===== src/rtl/regfile_mp.sv =====
// Multi-port register file: NRD combinational read ports, two synchronous
// write ports (port 1 wins on collision), optional write-to-read bypass,
// optional hardwired-zero r0 and a per-register busy scoreboard that decode
// sets on issue and writeback clears.
module regfile_mp #(
  parameter int WIDTH    = 32,
  parameter int AW       = 5,
  parameter int NRD      = 2,
  parameter int BYPASS   = 1,
  parameter int ZERO_REG = 1
) (
  input  logic                 clk,
  input  logic                 clrn,
  input  logic [NRD*AW-1:0]    ra,
  output logic [NRD*WIDTH-1:0] q,
  output logic [NRD-1:0]       rbusy,
  input  logic                 we0,
  input  logic [AW-1:0]        wn0,
  input  logic [WIDTH-1:0]     d0,
  input  logic                 we1,
  input  logic [AW-1:0]        wn1,
  input  logic [WIDTH-1:0]     d1,
  input  logic                 sb_set,
  input  logic [AW-1:0]        sb_n,
  output logic                 busy_any
);

  localparam int DEPTH = 2 ** AW;

  logic [WIDTH-1:0] regs [DEPTH];
  logic [DEPTH-1:0] busy;
  logic [DEPTH-1:0] busy_next;
  logic [DEPTH-1:0] clr_mask;
  logic [DEPTH-1:0] set_mask;

  // An operation aimed at r0 is silently dropped when r0 is hardwired to zero.
  logic wv0;
  logic wv1;
  logic sv;

  assign wv0 = we0 && !((ZERO_REG != 0) && (wn0 == '0));
  assign wv1 = we1 && !((ZERO_REG != 0) && (wn1 == '0));
  assign sv  = sb_set && !((ZERO_REG != 0) && (sb_n == '0));

  // Next busy vector: writebacks clear, issues set, and a same-cycle issue
  // beats the writeback because it names a newer producer.
  always_comb begin
    clr_mask = '0;
    set_mask = '0;
    if (wv0) clr_mask[wn0] = 1'b1;
    if (wv1) clr_mask[wn1] = 1'b1;
    if (sv)  set_mask[sb_n] = 1'b1;
    busy_next = (busy & ~clr_mask) | set_mask;
  end

  // Storage update; port 1 is applied last so it wins an address collision.
  always_ff @(posedge clk) begin
    if (!clrn) begin
      for (int j = 0; j < DEPTH; j++) begin
        regs[j] <= '0;
      end
    end else begin
      if (wv0) regs[wn0] <= d0;
      if (wv1) regs[wn1] <= d1;
    end
  end

  // Scoreboard state register.
  always_ff @(posedge clk) begin
    if (!clrn) begin
      busy <= '0;
    end else begin
      busy <= busy_next;
    end
  end

  assign busy_any = |busy;

  for (genvar i = 0; i < NRD; i++) begin : g_rd
    logic [AW-1:0]    addr;
    logic [WIDTH-1:0] data;
    logic             bsy;

    assign addr = ra[i*AW +: AW];

    // Combinational read with optional forwarding of this cycle's writes;
    // a forwarded value is only busy if a new producer issues right now.
    always_comb begin
      data = regs[addr];
      bsy  = busy[addr];
      if (BYPASS != 0) begin
        if (wv1 && (wn1 == addr)) begin
          data = d1;
          bsy  = sv && (sb_n == addr);
        end else if (wv0 && (wn0 == addr)) begin
          data = d0;
          bsy  = sv && (sb_n == addr);
        end
      end
      if ((ZERO_REG != 0) && (addr == '0)) begin
        data = '0;
        bsy  = 1'b0;
      end
    end

    assign q[i*WIDTH +: WIDTH] = data;
    assign rbusy[i]            = bsy;
  end

endmodule


===== config.mk =====
export PLATFORM = sky130hd
export DESIGN_NAME = regfile_mp
export DESIGN_NICKNAME = d
export VERILOG_FILES = /design/src/rtl/regfile_mp.sv
export SDC_FILE = /design/constraint.sdc
export NUM_CORES = 2
export LEC_CHECK = 0
export BUFFER_PORTS_ARGS = -buffer_cell sky130_fd_sc_hd__buf_2
export CAP_MARGIN = 15
export CELL_PAD_IN_SITES_DETAIL_PLACEMENT = 0
export CELL_PAD_IN_SITES_GLOBAL_PLACEMENT = 1
export CORE_ASPECT_RATIO = 1.4
export CORE_MARGIN = 3
export CORE_UTILIZATION = 49
export CTS_CLUSTER_DIAMETER = 50
export DETAILED_ROUTE_END_ITERATION = 12
export PLACE_DENSITY_LB_ADDON = 0.15
export SLEW_MARGIN = 15
export SYNTH_ARGS = -nofsm -noshare
export SYNTH_HDL_FRONTEND = slang
export SYNTH_SLANG_ARGS = --single-unit

===== constraint.sdc =====
create_clock -name clk -period 3.55 [get_ports clk]
set_input_delay 0.355 -clock clk [delete_from_list [all_inputs] [get_ports clk]]
set_output_delay 0.355 -clock clk [all_outputs]
set_load 0.02 [all_outputs]

==> out/summary.txt <==
CTS Sinks: 1056
drc violations: 0
1st-pass router iterations: 7
Initial Util: 49.6%
Cell Pwr Density: 462 nW/um^2
outcome: completed
sequential power share: 45.9%
post-DP HPWL: 170000 um
CP arrival: 3180 ps
RSZ-0062 raised after global routing: no
Final Setup Violations: 0
Synth area leader: edfxtp_1
grt ovf: 0
Fmax: 283 MHz
Comb power frac: 15.7%
endpoints failing hold: 0
Clock Tree Buf Depth: 3
htree depth: 3
nets@finish: 4370
sequential share of the synthesized area: 51.4%
synthesized area: 61100 um^2
Die Y: 424 um
Mapped Avg Cell Area: 14.3 um^2
Worst Hold Class: input port to flip-flop
Core Box Area: 123000 um^2
post-synth top area share: 50.3%
Die Area: 129000 um^2
Total Wirelength: 290000 um
MaxCap Viol Count: 0
internal power: 23.5 mW
top cells by area, synth: edfxtp_1 (50%), mux4_2 (19%), a22o_1 (15%)
first-pass GRT wire length: 393000 um
clk_skew: 0 ps
placed cell count: 5773
crit share post-route: 99.7%
Tot Pwr: 32.4 mW
leakage power: 23.9 nW
num ports: 161
cell count after synthesis: 4277
number of global-route vias before repair: 48100
number of flops mapped to enable cells by yosys: 1024
Startpoint Class: input port
Tot GR Track Use: 44.1%
Top FF cell, synth: edfxtp_1
clock share of power: 38.4%
Slew HR: 15.1%
DR iter-0 viols: 8355
Post-synth ARST share: 0%
Net Sw Frac: 27.2%
Row Count: 152
routed len/inst: 48.5 um
Port Buf Inserts: 160
clock root cell: clkbuf_16
layout cells sized above 1: 30.7%
via count: 49300
hold slack: 40.2 ps
Distinct cells, synth: 62
TritonCTS clock tree: built
antenna violations before repair: 18
switching pwr: 8.81 mW
GPL Wtd Cong: 0.949
Slew @ Worst Pin: 1270 ps
final slew viol count: 0
Vias/cell: 8.22
Num CTS Buffers: 112
largest net degree at the start of global routing: 46
crit path kind: input port to output port
Crit. End Element: output port
Final ANT Viol Nets: 0
die span in x: 305 um
worst vdd ir: 0.000361 V
YS warnings: 0
Yosys reg bits: 1056
fillers: 9702
setup bufs post-CTS: 0
critical path peak fanout: 15
Final TNS setup: 0 ps
Worst-Skew Late Latency: 730 ps
area delta synth->final: 14.5%
Reg clk slew, reported paths: 60 ps
Tmin final: 3540 ps
Finished Layout Cells: 5993
WP data required: 3190 ps
[worst max-delay path: stages]
cell and delay [ps]:
buf_2 110, or3_1 550, o31a_1 380, and4_4 230, nor2_1 140, nand2_1 80
buf_4 290, o211ai_1 740, buf_2 300
[power groups by stage]
stage          Combinational (mW)  Clock, mW  Sequential [mW]
6_report                     5.09       12.4             14.8
5_1_grt                      5.15       12.9             14.9
4_1_cts                      4.91       12.4             14.8
3_5_place_dp                 4.89          0             15.1
3_3_place_gp                 4.89          0             15.0
2_1_floorplan                2.88          0             14.9
[placed cells by master (no fill, tap or decap), types with 90 or more instances in the layout]
cell and n:
mux4_2 503, buf_2 151, buf_4 262, a22o_1 1029, clkbuf_16 114, buf_12 103
mux2i_1 139, nand2_1 95, a22oi_1 90, edfxtp_1 1024
[what timing repair did]
action,in CTS,in global routing
hold buffers,6,0
gates resized for setup,4,5
setup endpoints to repair,4,6
gates cloned,0,0
endpoints found under the hold margin,3,0
[Yosys cell counts (20+ instances only)]
| cell | number |
|---|---|
| dfxtp_1 | 32 |
| edfxtp_1 | 1024 |
| mux2_2 | 23 |
| buf_2 | 77 |
| mux2i_1 | 139 |
| a22o_1 | 1029 |
| nand2_1 | 116 |
| a221oi_1 | 32 |
| o221ai_1 | 26 |
| clkbuf_1 | 496 |
| o211ai_1 | 30 |
| mux4_2 | 503 |
| nor4_1 | 22 |
| a22oi_1 | 91 |
| nor2_1 | 117 |
| o21ai_0 | 48 |
| nand3_1 | 31 |
| nor3_1 | 48 |
| a21oi_1 | 51 |
| inv_1 | 20 |
| o22ai_1 | 37 |
| buf_1 | 94 |
[flip-flops by register name, indices dropped and copies added, names as in the netlist]
signal,count
regs,1024
busy,32
[kinds of logic after synthesis]
kind of cell / count (synthesis) / share of synthesized area, %
other: 1 / 0.00613
multiplexers: 665 / 21.2
buffers and inverters: 696 / 4.49
AND/OR/NAND/NOR: 422 / 3.37
XOR/XNOR: 30 / 0.430
flip-flops: 1056 / 51.4
AO/OA/AOI/OAI: 1407 / 19.1
[path summary, 6_finish.rpt]
path | end | from | slack, ps | cells past startpoint
setup / recovery | q[20] | wn1[4] | 10 | 9
hold reg to reg | busy[7] | busy[7] | 500 | 2
hold / removal | regs[1][19] | d0[19] | 40 | 2
setup reg to reg | busy[26] | busy[26] | 2330 | 3
[area by class of cell]
| cell class | count | area (um^2) | area share (%) |
|---|---|---|---|
| flip-flops and latches | 1056 | 31400 | 44.9 |
| multi-input cells | 2556 | 27700 | 39.7 |
| repair buffers | 529 | 4940 | 7.06 |
| clock buffers | 132 | 2920 | 4.17 |
| well taps | 1617 | 2020 | 2.89 |
| clock inverters | 72 | 850 | 1.21 |
| inverters | 21 | 81.3 | 0.116 |
| diodes | 10 | 25.0 | 0.0358 |
[metal layers]
metal  part of all wire [%]  up-vias  track usage, %  wire, um
met3                     15     1511            14.9     43000
met1                     32    24800            52.6     91700
met2                     43     4914            64.6    125000
met5                  0.020        -               0        58
met4                     10        8            37.1     30500
li1                       -    18000               -         -
[per-stage QoR]
stage,worst slack (ps),cell area [um^2],util (%)
6_report,10.9,70000,56.8
2_1_floorplan,276,61200,-
3_3_place_gp,-99.6,66100,53.6
5_1_grt,23.1,70000,56.8
4_1_cts,29.4,69900,56.7
3_5_place_dp,-90.5,66100,53.6
Power figures use the tool's default switching activity.
